**src/rtl/spi_reg_pkg.sv**
```systemverilog
// Shared types and constants for the SPI register command parser and its register bank.
package spi_reg_pkg;

    typedef enum logic [1:0] {
        ST_IDLE  = 2'd0,
        ST_CMD   = 2'd1,
        ST_WRITE = 2'd2,
        ST_READ  = 2'd3
    } state_t;

    localparam int         RW_BIT         = 7;
    localparam logic [7:0] DEV_ID_DEFAULT = 8'hA5;
    localparam logic [7:0] OOR_READ_VAL   = 8'h00;

endpackage

```
**src/rtl/spi_reg_bank.sv**
```systemverilog
// Register bank: NUM_REGS x 8 flops, one synchronous write port, one combinational read port.
module spi_reg_bank
    import spi_reg_pkg::*;
#(
    parameter int         ADDR_W    = 4,
    parameter logic [7:0] RESET_VAL = 8'h00
) (
    input  logic                      i_Clk,
    input  logic                      i_Rst_L,
    input  logic                      wr_en,
    input  logic [ADDR_W-1:0]         wr_addr,
    input  logic [7:0]                wr_data,
    input  logic [ADDR_W-1:0]         rd_addr,
    output logic [7:0]                rd_data,
    output logic [8*(2**ADDR_W)-1:0]  o_Regs
);

    localparam int NUM_REGS = 2**ADDR_W;

    logic [7:0] mem_r [NUM_REGS];

    // Bank storage with reset to RESET_VAL and single write port
    always_ff @(posedge i_Clk or negedge i_Rst_L) begin
        if (!i_Rst_L) begin
            for (int i = 0; i < NUM_REGS; i++) begin
                mem_r[i] <= RESET_VAL;
            end
        end else if (wr_en) begin
            mem_r[wr_addr] <= wr_data;
        end
    end

    assign rd_data = mem_r[rd_addr];

    for (genvar g = 0; g < NUM_REGS; g++) begin : g_flat
        assign o_Regs[8*g +: 8] = mem_r[g];
    end

endmodule

```
**src/rtl/spi_reg_cmd_parser.sv**
```systemverilog
// SPI command layer: decodes cmd/address byte plus data burst, drives the register
// bank with address auto-increment and returns read data to the slave TX path.
module spi_reg_cmd_parser
    import spi_reg_pkg::*;
#(
    parameter int         ADDR_W    = 4,
    parameter logic [7:0] DEV_ID    = DEV_ID_DEFAULT,
    parameter logic [7:0] RESET_VAL = 8'h00
) (
    input  logic                      i_Clk,
    input  logic                      i_Rst_L,
    input  logic                      i_SPI_CS_n,
    input  logic                      i_RX_DV,
    input  logic [7:0]                i_RX_Byte,
    output logic                      o_TX_DV,
    output logic [7:0]                o_TX_Byte,
    output logic                      o_Wr_Strobe,
    output logic [ADDR_W-1:0]         o_Wr_Addr,
    output logic                      o_Addr_Err,
    output logic [8*(2**ADDR_W)-1:0]  o_Regs
);

    logic              cs_meta_r, cs_sync_r, cs_prev_r;
    logic              cs_fall_s, cs_rise_s;
    state_t            state_r, state_s;
    logic [ADDR_W-1:0] addr_r, addr_s, addr_inc_s, cmd_addr_s, rd_addr_s;
    logic [6:0]        cmd_hi_s;
    logic              oor_cmd_s;
    logic              oor_r, oor_s;
    logic              err_r, err_s;
    logic              tx_dv_r, tx_dv_s;
    logic [7:0]        tx_byte_r, tx_byte_s;
    logic              wr_stb_r, wr_en_s;
    logic [ADDR_W-1:0] wr_addr_r;
    logic [7:0]        rd_data_s;

    // CS synchronizer and edge detector; flops reset low so a CS held low across
    // reset never produces a false cs_fall and the interrupted frame stays ignored
    always_ff @(posedge i_Clk or negedge i_Rst_L) begin
        if (!i_Rst_L) begin
            cs_meta_r <= 1'b0;
            cs_sync_r <= 1'b0;
            cs_prev_r <= 1'b0;
        end else begin
            cs_meta_r <= i_SPI_CS_n;
            cs_sync_r <= cs_meta_r;
            cs_prev_r <= cs_sync_r;
        end
    end

    assign cs_fall_s  = cs_prev_r & ~cs_sync_r;
    assign cs_rise_s  = ~cs_prev_r & cs_sync_r;
    assign cmd_addr_s = i_RX_Byte[ADDR_W-1:0];
    assign cmd_hi_s   = i_RX_Byte[6:0] >> ADDR_W;
    assign oor_cmd_s  = (cmd_hi_s != 7'd0);
    assign addr_inc_s = addr_r + ADDR_W'(1'b1);
    assign rd_addr_s  = (state_r == ST_CMD) ? cmd_addr_s : addr_inc_s;

    // FSM state register
    always_ff @(posedge i_Clk or negedge i_Rst_L) begin
        if (!i_Rst_L) begin
            state_r <= ST_IDLE;
        end else begin
            state_r <= state_s;
        end
    end

    // FSM next-state logic; cs_rise overrides everything
    always_comb begin
        state_s = state_r;
        if (cs_rise_s) begin
            state_s = ST_IDLE;
        end else begin
            case (state_r)
                ST_IDLE:  state_s = cs_fall_s ? ST_CMD : ST_IDLE;
                ST_CMD: begin
                    if (i_RX_DV) begin
                        state_s = i_RX_Byte[RW_BIT] ? ST_READ : ST_WRITE;
                    end else begin
                        state_s = ST_CMD;
                    end
                end
                ST_WRITE: state_s = ST_WRITE;
                ST_READ:  state_s = ST_READ;
                default:  state_s = ST_IDLE;
            endcase
        end
    end

    // FSM output logic: next values for TX, write strobe, address and flags
    always_comb begin
        tx_dv_s   = 1'b0;
        tx_byte_s = tx_byte_r;
        wr_en_s   = 1'b0;
        addr_s    = addr_r;
        oor_s     = oor_r;
        err_s     = err_r;
        if (cs_rise_s) begin
            addr_s = addr_r;
        end else begin
            case (state_r)
                ST_IDLE: begin
                    if (cs_fall_s) begin
                        tx_dv_s   = 1'b1;
                        tx_byte_s = DEV_ID;
                        err_s     = 1'b0;
                        oor_s     = 1'b0;
                    end else begin
                        tx_dv_s = 1'b0;
                    end
                end
                ST_CMD: begin
                    if (i_RX_DV) begin
                        addr_s = cmd_addr_s;
                        oor_s  = oor_cmd_s;
                        err_s  = err_r | oor_cmd_s;
                        if (i_RX_Byte[RW_BIT]) begin
                            tx_dv_s   = 1'b1;
                            tx_byte_s = oor_cmd_s ? OOR_READ_VAL : rd_data_s;
                        end else begin
                            tx_dv_s = 1'b0;
                        end
                    end else begin
                        addr_s = addr_r;
                    end
                end
                ST_WRITE: begin
                    if (i_RX_DV) begin
                        addr_s  = addr_inc_s;
                        wr_en_s = ~oor_r;
                    end else begin
                        addr_s = addr_r;
                    end
                end
                ST_READ: begin
                    if (i_RX_DV) begin
                        addr_s    = addr_inc_s;
                        tx_dv_s   = 1'b1;
                        tx_byte_s = oor_r ? OOR_READ_VAL : rd_data_s;
                    end else begin
                        addr_s = addr_r;
                    end
                end
                default: begin
                    addr_s = addr_r;
                end
            endcase
        end
    end

    // Output and datapath registers
    always_ff @(posedge i_Clk or negedge i_Rst_L) begin
        if (!i_Rst_L) begin
            tx_dv_r   <= 1'b0;
            tx_byte_r <= 8'h00;
            wr_stb_r  <= 1'b0;
            wr_addr_r <= '0;
            addr_r    <= '0;
            oor_r     <= 1'b0;
            err_r     <= 1'b0;
        end else begin
            tx_dv_r   <= tx_dv_s;
            tx_byte_r <= tx_byte_s;
            wr_stb_r  <= wr_en_s;
            wr_addr_r <= wr_en_s ? addr_r : wr_addr_r;
            addr_r    <= addr_s;
            oor_r     <= oor_s;
            err_r     <= err_s;
        end
    end

    spi_reg_bank #(
        .ADDR_W    (ADDR_W),
        .RESET_VAL (RESET_VAL)
    ) u_bank (
        .i_Clk   (i_Clk),
        .i_Rst_L (i_Rst_L),
        .wr_en   (wr_en_s),
        .wr_addr (addr_r),
        .wr_data (i_RX_Byte),
        .rd_addr (rd_addr_s),
        .rd_data (rd_data_s),
        .o_Regs  (o_Regs)
    );

    assign o_TX_DV     = tx_dv_r;
    assign o_TX_Byte   = tx_byte_r;
    assign o_Wr_Strobe = wr_stb_r;
    assign o_Wr_Addr   = wr_addr_r;
    assign o_Addr_Err  = err_r;

endmodule

```
**config.mk**
```make
export PLATFORM = sky130hd
export DESIGN_NAME = spi_reg_cmd_parser
export DESIGN_NICKNAME = d
export VERILOG_FILES = /design/src/rtl/spi_reg_pkg.sv /design/src/rtl/spi_reg_bank.sv /design/src/rtl/spi_reg_cmd_parser.sv
export SDC_FILE = /design/constraint.sdc
export NUM_CORES = 1
export LEC_CHECK = 0
export CORE_MARGIN = 2
export CORE_UTILIZATION = 56
export DETAILED_ROUTE_END_ITERATION = 10
export GPL_ROUTABILITY_DRIVEN = 0
export GPL_TIMING_DRIVEN = 0
export MAX_ROUTING_LAYER = met4
export PLACE_DENSITY = 0.86
export SYNTH_ARGS = -nofsm -noshare
export SYNTH_HDL_FRONTEND = slang
export SYNTH_SLANG_ARGS = --single-unit
```
**constraint.sdc**
```tcl
create_clock -name i_Clk -period 5.8 [get_ports i_Clk]
set_clock_uncertainty 0.1 [all_clocks]
set_input_delay 0.87 -clock i_Clk [delete_from_list [all_inputs] [get_ports i_Clk]]
set_output_delay 0.87 -clock i_Clk [all_outputs]
set_load 0.05 [all_outputs]
```
==> results.md, run 1 <==
- CTS Hold Bufs: 0
- Critical Path Stages: 10
- Via Count: 5959
- Post-synth EDFFs: 0
- DR WL/cell: about 24 um
- Layout area overhead: 31.4%
- Design Area, Final: approximately 9800 um2
- Start point of the worst hold path: cs_meta_r
- Worst Path Max Fanout: 10
- Pwr dens: 625 nW/um2
- Area leader, netlist: dfrtp_1
- CTS tree: built
- Mapped Avg Cell Area: 12.5 um2
- Max clock buf depth: 2
- Number of H-tree levels: 4
- First DRT Iteration DRCs: ~600
- Num ports: roughly 160
- Register area share after synthesis: between 50% and 60%
- FF-to-FF path depth: 10
- Post-Layout Cell Count: 956
- Final WL: 22500 um
- Slowest cell delay on critical path: approximately 800 ps
- Outcome: completed
- Crit Path Category: primary input to flop
- Max cap viols: 0
- Starting Density: a little under three fifths
- Setup repair bufs after CTS: 0
- Largest net degree at the start of global routing: between 90 and 100
- Yosys Warn Count: 0
- Slowest cell on the critical path: clkdlybuf4s50_1
- CTS-repair resized insts: 0
- Tcrit/Tclk final: between 50% and 60%
- First-pass GRT wire length: 34100 um
- Grt ovf: 0
- Maximum vdd drop: 0.394 mV
- Area post-placement: around 9200 um2
- Hold Crit Class: flop to flop
- Die area: roughly 14000 um2
- Inst Count DP: roughly 900
- Hold path cells: 0
- Req. time, crit path: approximately 6000 ps
- Slew headroom: around 39%
- Register Area: between 3000 and 4000 um2
- Die width: between 100 and 150 um
- DRT Pass-1 Iters: 5
- Slew Viols, Final: 0
- Clk sinks: between 150 and 200
- Post-DRT Antenna Nets: 0
- Placed wire-length estimate: between 15000 and 20000 um
- Worst path cell trace: clkdlybuf4s50_1, and3b_1, buf_6, a21o_1, buf_6, buf_6, mux2i_1, mux2i_1, mux2_2, a211o_1
- Area occupied by multi-input gates: between 3000 and 4000 um2
- Largest cells by area after synthesis: dfrtp_1 51%, mux2_2 22%, mux2i_1 3.9%
- Syn Inst Count: roughly 600
- Netlist cell types: 53
- # DRC: 0
- Final min period: between 3000 and 4000 ps
- Synth async-reset ratio: 100%
- Die Ht: 119 um
- Number of global-route vias before repair: 6071
- Nets: 784
- Diode count: 0
- Fmax achieved: slightly below 300 MHz
- Top delay family on crit path: buffers and inverters
- Number of vias per cell: ~6.2
- Area of the core: between 10000 and 15000 um2
- Final Power: between 6 and 7 mW
- Rows: 42
- CTS clock-pin slew for the worst setup and hold paths: 60 ps
- Root Driver: clkbuf_16
- CTS buffer count: 17
- Clock latency on the worst-skew pair: about 430 ps
- Port-buffer cells: 152
- Most frequent cells in the layout: 153 x dfrtp_1, 151 x clkdlybuf4s50_1, 145 x mux2_2
- Number of synthesized register bits: 153
- Worst-Margin Slew: 911 ps
- GRT Util Overall: 33.4%
- Fill cells: ~900
- Critical path origin: i_RX_Byte[1]
- Crit path top cell by count: buf_6
- Commonest non-fill, non-tap cell in the layout: dfrtp_1
- Final setup viols: 0
- Yosys top cell area share: 51.4%
- Initial antenna violation count: 0
- Final hold violations: 0
- Worst setup SP type: primary input
- Reg-to-reg startpoint: addr_r[0]
- Nature of the critical path endpoint: flop
- Hold WS: between 200 and 300 ps
- Worst EP arrival: roughly 3600 ps
- Netlist Area Pre-Place: between 7000 and 8000 um2
- Share of cells above drive strength 1: 27.9%
- Post-synthesis net count: a little over 600
- RSZ-0062 raised after global routing: no
- Worst path bufs/invs: 4
- Leakage: between 4 and 5 nW
- Ys flop type: dfrtp_1
## state kept, by name, summed over array words and instances, names as in the netlist
name           cells
addr_r             4
cs_meta_r          1
cs_prev_r          1
cs_sync_r          1
o_Addr_Err         1
o_TX_Byte          8
o_TX_DV            1
o_Wr_Addr          4
o_Wr_Strobe        1
oor_r              1
state_r            2
u_bank.o_Regs    128
## cell families after synthesis
family	Yosys count	share of synthesized area, %
adder cells (fa/ha/maj)	4	0.672
multiplexers	183	27.8
flip-flops	153	51.4
AND/OR/NAND/NOR	104	7.10
XOR/XNOR	2	0.235
AO/OA/AOI/OAI	98	9.33
buffers and inverters	52	3.53
## layer usage
| metal | GRT usage [%] | routed length (um) | up-vias |
|---|---|---|---|
| met3 | 8.24 | 1860 | 80 |
| li1 | - | - | 2526 |
| met4 | 18.3 | 1020 | 0 |
| met5 | - | 0 | - |
| met2 | 49.6 | 10400 | 332 |
| met1 | 42.4 | 9210 | 3021 |
## where the power goes
part           switching [mW]  total (mW)  internal [mW]
logic                    2.13        3.34           1.21
clock network           0.424        1.07          0.644
registers               0.316        1.72           1.40
## cell type report
| type | count | area share, % |
|---|---|---|
| clock buffer | 25 | 5.16 |
| tap | 176 | 2.25 |
| timing repair buffer | 153 | 15.8 |
| multi-input combinational | 391 | 34.3 |
| clock inverter | 6 | 0.652 |
| inverter | 14 | 0.537 |
| sequential | 153 | 39.1 |
| buffer | 38 | 2.15 |
## final timing paths
path                                     endpoint  slack [ps]
worst max-delay path                 o_TX_Byte[2]        2450
worst min-delay path                    cs_sync_r         260
worst max register to register       o_TX_Byte[2]        2560
worst min register to register          cs_sync_r         260
max in group asynchronous       u_bank.o_Regs[67]        4450
min in group asynchronous             o_Wr_Strobe         290
## cells in the mapped netlist, types with 6 or more instances
library cell / instances
nor2_1: 11
o22ai_1: 9
clkbuf_1: 16
o21ai_0: 19
o211ai_1: 13
mux2_2: 145
inv_1: 14
nand2_1: 48
dfrtp_1: 153
a211oi_1: 13
nor2b_1: 6
nor2_2: 9
a311oi_1: 6
buf_2: 11
a21oi_1: 6
mux2i_1: 29
## through the flow
stage / setup TNS, ps / util (%) / setup WS, ps
finish: 0 / 74.5 / 2450
CTS: 0 / 74.5 / 2570
floorplan: 0 / - / 3160
detailed placement: 0 / 70.2 / 2110
global placement: -313280 / 70.0 / -2060
global route: 0 / 74.5 / 2350
Power figures use the tool's default switching activity.
==> inputs of run 2 (changes only) <==
Settings changed: CORE_UTILIZATION 56 to 47, PLACE_DENSITY 0.86 to 0.77.
Clock period 5.8 ns to 2.85 ns, I/O delays scaled along.
==> run 2 against run 1 <==
Die area is 18% higher. Worst setup slack worse by 2400 ps. Flip-flop and latch count stayed put. Global-route usage is 4.5 points lower. Register-to-register slack worse by 2500 ps. Highest routed layer unchanged.
==> results.md, run 2 (same netlist as run 1, synthesis figures left out) <==
- Outcome: completed
- # DRC: 0 (unchanged)
- Num ports: 155 (unchanged)
- GRT Util Overall: 28.9% (-4.5 points)
- Worst setup SP type: flop
- DR WL/cell: 23.2 um (-1.5%)
- Post-Route Setup TNS: 0 ps (unchanged)
- CTS tree: built
- Share of cells above drive strength 1: 28.5% (+0.55 points)
- First DRT Iteration DRCs: 527 (-13%)
- Design Area, Final: 9870 um2 (+0.74%)
- Maximum vdd drop: 0.766 mV (+94%)
- Clock latency on the worst-skew pair: 430 ps (about the same)
- Hold WS: 260 ps (+4.09 ps)
- Final hold violations: 0 (unchanged)
- Final setup viols: 0 (unchanged)
- Worst Path Max Fanout: 10 (unchanged)
- Pwr dens: 1270 nW/um2 (+100%)
- Inst Count DP: 965 (+4.3%)
- Area post-placement: 9270 um2 (+0.54%)
- Layout area overhead: 32.4%
- Die Ht: 130 um (+8.9%)
- Worst EP arrival: 2990 ps (-580 ps)
- Die area: 16900 um2 (+18%)
- Commonest non-fill, non-tap cell in the layout: dfrtp_1
- Req. time, crit path: 3070 ps (-2950 ps)
- Final min period: around 2800 ps
- Max FFs per register: 128 (unchanged)
- Area of the core: 15700 um2 (+20%)
- Max cap viols: 0 (unchanged)
- Clk sinks: 153 (unchanged)
- Utilization after layout: 62.8% (-12 points)
- Via Count: 5837 (-2.0%)
- CTS clock-pin slew for the worst setup and hold paths: 70 ps (about the same)
- Post-Layout Cell Count: 995 (+4.1%)
- Hold Crit Class: flop to flop
- Most frequent cells in the layout: 152 x dfrtp_1, 150 x clkdlybuf4s50_1, 145 x mux2_2
- Crit Path Category: flop to flop
- Final WL: 23100 um (+2.6%)
- Fmax achieved: around 360 MHz
- First-pass GRT wire length: 34400 um (+0.69%)
- Worst-Margin Slew: 858 ps (-52.9 ps)
- Largest net degree at the start of global routing: 91 (-8.1%)
- Starting Density: 47.4% (-9.3 points)
- Final Power: 12.5 mW (+100%)
- Post-Place Setup Slack: -500 ps (-2610 ps)
- Setup repair bufs after CTS: 0 (unchanged)
- Rows: 46 (+9.5%)
- Worst path cell trace: inv_1, ha_4, a21o_1, buf_6, buf_6, mux2i_1, mux2i_1, mux2_2, a211o_1
- Die width: 130 um (+8.9%)
- Placed wire-length estimate: 16400 um (+3.1%)
- Slew Viols, Final: 0 (unchanged)
- Nature of the critical path endpoint: flop
- Number of vias per cell: 5.87 (-5.9%)
- CTS buffer count: 17 (unchanged)
- Slew headroom: 42.5% (+3.5 points)
- Initial antenna violation count: 0 (unchanged)
- Leakage: 4.40 nW (about the same)
- DRT Pass-1 Iters: 5 (unchanged)
- Port-buffer cells: 152 (unchanged)
- Root Driver: clkbuf_16
- Nets: 784 (unchanged)
- Number of H-tree levels: 4 (unchanged)
- RSZ-0062 raised after global routing: no
- Tcrit/Tclk final: a little over nine tenths
- Number of global-route vias before repair: 5948 (-2.0%)
- Diode count: 0 (unchanged)
- Slowest cell on the critical path: dfrtp_2
- Slowest cell delay on critical path: 460 ps (-340 ps)
- Post-DRT Antenna Nets: 0 (unchanged)
- Max clock buf depth: 2 (unchanged)
- Final setup margin: 87.9 ps (-2360 ps)
- Grt ovf: 0 (unchanged)
==> run 2: cell count changes in the layout (fill, tap and decap cells not counted), sizes merged <==
cell           delta
dlygate4sd3       +1
clkbuf            -3
clkinv            +1
clkdlybuf4s50     -1
dlygate4sd2       +1
==> run 2: worst paths after layout <==
check,startpoint,to,slack (ps),depth (start not counted)
max reg2reg,addr_r[0],o_TX_Byte[2],90,9
max in group asynchronous,i_Rst_L,addr_r[0],1320,3
max,addr_r[0],o_TX_Byte[2],90,9
min in group asynchronous,i_Rst_L,u_bank.o_Regs[76],450,2
min reg2reg,cs_meta_r,cs_sync_r,260,0
min,cs_meta_r,cs_sync_r,260,0
==> run 2: what timing repair did <==
action	in CTS	in global routing
gates resized for setup	3	4
endpoints found under the hold margin	63	0
hold buffers	1	0
setup endpoints to repair	8	14
==> run 2: routing by layer <==
layer / GRT usage [%] / share of wire, % / vias up
met2: 44.0 / 47 / 336
met3: 7.38 / 9.0 / 67
met4: 12.9 / 3.7 / 0
met1: 36.6 / 40 / 2920
met5: - / 0 / -
li1: - / - / 2514
==> run 2: worst max-delay path, delay by kind of cell, from the launching register on <==
family / cells / cell delay, ps
AOI/OAI and AO/OA: 2 / 450
DFF: 1 / 460
buffers and inverters: 3 / 520
adders and majority gates: 1 / 380
muxes: 3 / 730
==> run 2: cell type report <==
class                      instances  area [um2]
sequential                       153        3830
fill                            1168        5850
timing repair buffer             154        1560
inverter                          14        52.6
buffer                            37         206
multi-input combinational        391        3390
tap                              216         270
clock inverter                     7        68.8
clock buffer                      23         488
==> run 2: power breakdown <==
group          switching (mW)  internal, mW
Clock                   0.866          1.28
Combinational            4.36          2.51
Sequential              0.642          2.85
Total                    5.87          6.64
==> inputs of run 3 (changes only) <==
Settings changed: CORE_ASPECT_RATIO set to 1.1, CORE_UTILIZATION 47 to 56, PLACE_DENSITY 0.77 to 0.86.
Clock period 2.85 ns to 3.6 ns, I/O delays scaled along.
==> run 3 against run 2 <==
Largest power group unchanged. Global-route usage up 5.2 points. Maximum frequency down 16%. Critical path type unchanged. Largest cell class unchanged. Worst hold slack worse by 3.2 ps. Worst setup slack better by 220 ps. First-iteration DRC count up 19%.
==> results.md, run 3 (same netlist as run 1, synthesis figures left out) <==
- Outcome: completed
- Req. time, crit path: 3820 ps (+750 ps)
- Leakage: 4.43 nW (+0.67%)
- Placed wire-length estimate: 15700 um (-4.2%)
- Area of the core: 13100 um2 (-17%)
- Clk sinks: 153 (unchanged)
- Post-DRT Antenna Nets: 0 (unchanged)
- Pwr dens: 1030 nW/um2 (-19%)
- P_int: 5.38 mW (-19%)
- Slew headroom: 36.9% (-5.6 points)
- Commonest non-fill, non-tap cell in the layout: dfrtp_1
- CTS clock-pin slew for the worst setup and hold paths: 60 ps (about the same)
- Max cap viols: 0 (unchanged)
- Worst path bufs/invs: 4 (+1)
- Final Power: 10.1 mW (-19%)
- Slowest cell on the critical path: dfrtp_1
- Sw power: 4.71 mW (-20%)
- Most frequent cells in the layout: 153 x dfrtp_1, 151 x clkdlybuf4s50_1, 145 x mux2_2
- Largest net degree at the start of global routing: 101 (+11%)
- Rows: 44 (-4.3%)
- Crit Path Category: flop to flop
- Number of H-tree levels: 4 (unchanged)
- Worst setup SP type: flop
- Clock latency on the worst-skew pair: 430 ps (about the same)
- Starting Density: 56.9% (+9.4 points)
- Num ports: 155 (unchanged)
- Nets: 785 (+0.13%)
- Slowest cell delay on critical path: 540 ps (+80 ps)
- Via Count: 6060 (+3.8%)
- Root Driver: clkbuf_16
- Share of cells above drive strength 1: 28.1% (-0.37 points)
- Final min period: 3300 ps (+534 ps)
- Final hold violations: 0 (unchanged)
- Final setup viols: 0 (unchanged)
- Tcrit/Tclk final: 91.6% (-5.4 points)
- CTS buffer count: 17 (unchanged)
- Number of vias per cell: 6.43 (+9.5%)
- Post-Route Setup TNS: 0 ps (unchanged)
- CTS tree: built
- Nature of the critical path endpoint: flop
- Grt ovf: 0 (unchanged)
- First DRT Iteration DRCs: 628 (+19%)
- Clock power frac: 18.5% (+1.3 points)
- Sw Share: 46.7% (-0.28 points)
- Initial antenna violation count: 0 (unchanged)
- Maximum vdd drop: 0.709 mV (-7.5%)
- Port-buffer cells: 152 (unchanged)
- RSZ-0062 raised after global routing: no
- Slew Viols, Final: 0 (unchanged)
- Power share of the combinational group: 54.1% (-0.8 points)
- Register share of total power: 27.4% (-0.5 points)
- DRT Pass-1 Iters: 5 (unchanged)
- Setup repair bufs after CTS: 0 (unchanged)
- Worst path cell trace: inv_1, ha_1, clkbuf_1, a21o_1, buf_6, buf_6, mux2i_1, mux2i_1, mux2_2, a211o_1
- Worst EP arrival: 3520 ps (+530 ps)
- Fmax achieved: 303 MHz (-16%)
- DR WL/cell: 24.3 um (+4.9%)
- Worst Path Max Fanout: 10 (unchanged)
- Die width: 114 um (-12%)
- Hold Crit Class: flop to flop
- Layout area overhead: 32.0%
- Diode count: 0 (unchanged)
- First-pass GRT wire length: 35100 um (+2.1%)
- CTS-repair resized insts: 0 (-3)
- Final WL: 22900 um (-0.62%)
- Utilization after layout: 75.1% (+12 points)
- Die Ht: 125 um (-3.8%)
- GRT Util Overall: 34.1% (+5.2 points)
- Number of global-route vias before repair: 6148 (+3.4%)
- Worst-Margin Slew: 940 ps (+82.2 ps)
- Max clock buf depth: 2 (unchanged)
- Max FFs per register: 128 (unchanged)
- Top delay family on crit path: buffers and inverters
- Die area: 14300 um2 (-16%)
- # DRC: 0 (unchanged)
-- run 3: cell count changes in the layout (fill, tap and decap cells not counted), sizes merged --
| cell | change |
|---|---|
| dlygate4sd2 | -1 |
| clkbuf | +5 |
| bufinv | +1 |
| clkinv | -3 |
| clkdlybuf4s50 | +1 |
-- run 3: final cells by class --
type                            instances  area, um2
Sequential cell                       153       3830
Multi-Input combinational cell        391       3360
Fill cell                             822       3260
Timing Repair Buffer                  154       1560
Clock buffer                           27        543
Buffer                                 38        210
Tap cell                              161        201
Clock inverter                          5       80.1
Inverter                               14       52.6
-- run 3: through the flow --
| step | hold WS [ps] | instance area, um2 | worst slack [ps] | std cells |
|---|---|---|---|---|
| after floorplan | 144 | 7450 | 1060 | 596 |
| after global routing | 270 | 9840 | 232 | 943 |
| after CTS | 263 | 9840 | 409 | 943 |
| after detailed placement | 240 | 9210 | 346 | 910 |
| after global placement | 248 | 9180 | -3900 | 909 |
| final | 257 | 9840 | 304 | 943 |
-- run 3: repair_timing --
action	CTS	global route
endpoints found under the setup margin	0	0
hold buffers	1	0
endpoints found under the hold margin	53	0
-- run 3: power groups by stage --
stage / Sequential, mW / Clock (mW) / Combinational, mW
6_report: 2.76 / 1.87 / 5.46
3_3_place_gp: 2.72 / 0 / 5.24
4_1_cts: 2.74 / 1.86 / 5.41
3_5_place_dp: 2.76 / 0 / 5.36
2_1_floorplan: 4.39 / 0 / 1.91
5_1_grt: 2.81 / 1.95 / 5.65
-- run 3: worst paths after layout --
path,start,end,slack (ps),cells after the start
setup / recovery,addr_r[0],o_TX_Byte[2],300,10
hold / removal,cs_meta_r,cs_sync_r,260,0
setup reg to reg,addr_r[0],o_TX_Byte[2],300,10
hold reg to reg,cs_meta_r,cs_sync_r,260,0
max in group asynchronous,i_Rst_L,u_bank.o_Regs[25],2010,3
min in group asynchronous,i_Rst_L,u_bank.o_Regs[80],530,2
-- run 3: routing by layer --
metal	GRT usage (%)	up-vias	share of wire [%]	routed length [um]
met5	-	-	0	0
met4	15.2	0	4.1	933
met3	7.61	102	7.8	1790
met2	53.0	386	50	11400
met1	42.8	3052	38	8780
li1	-	2520	-	-
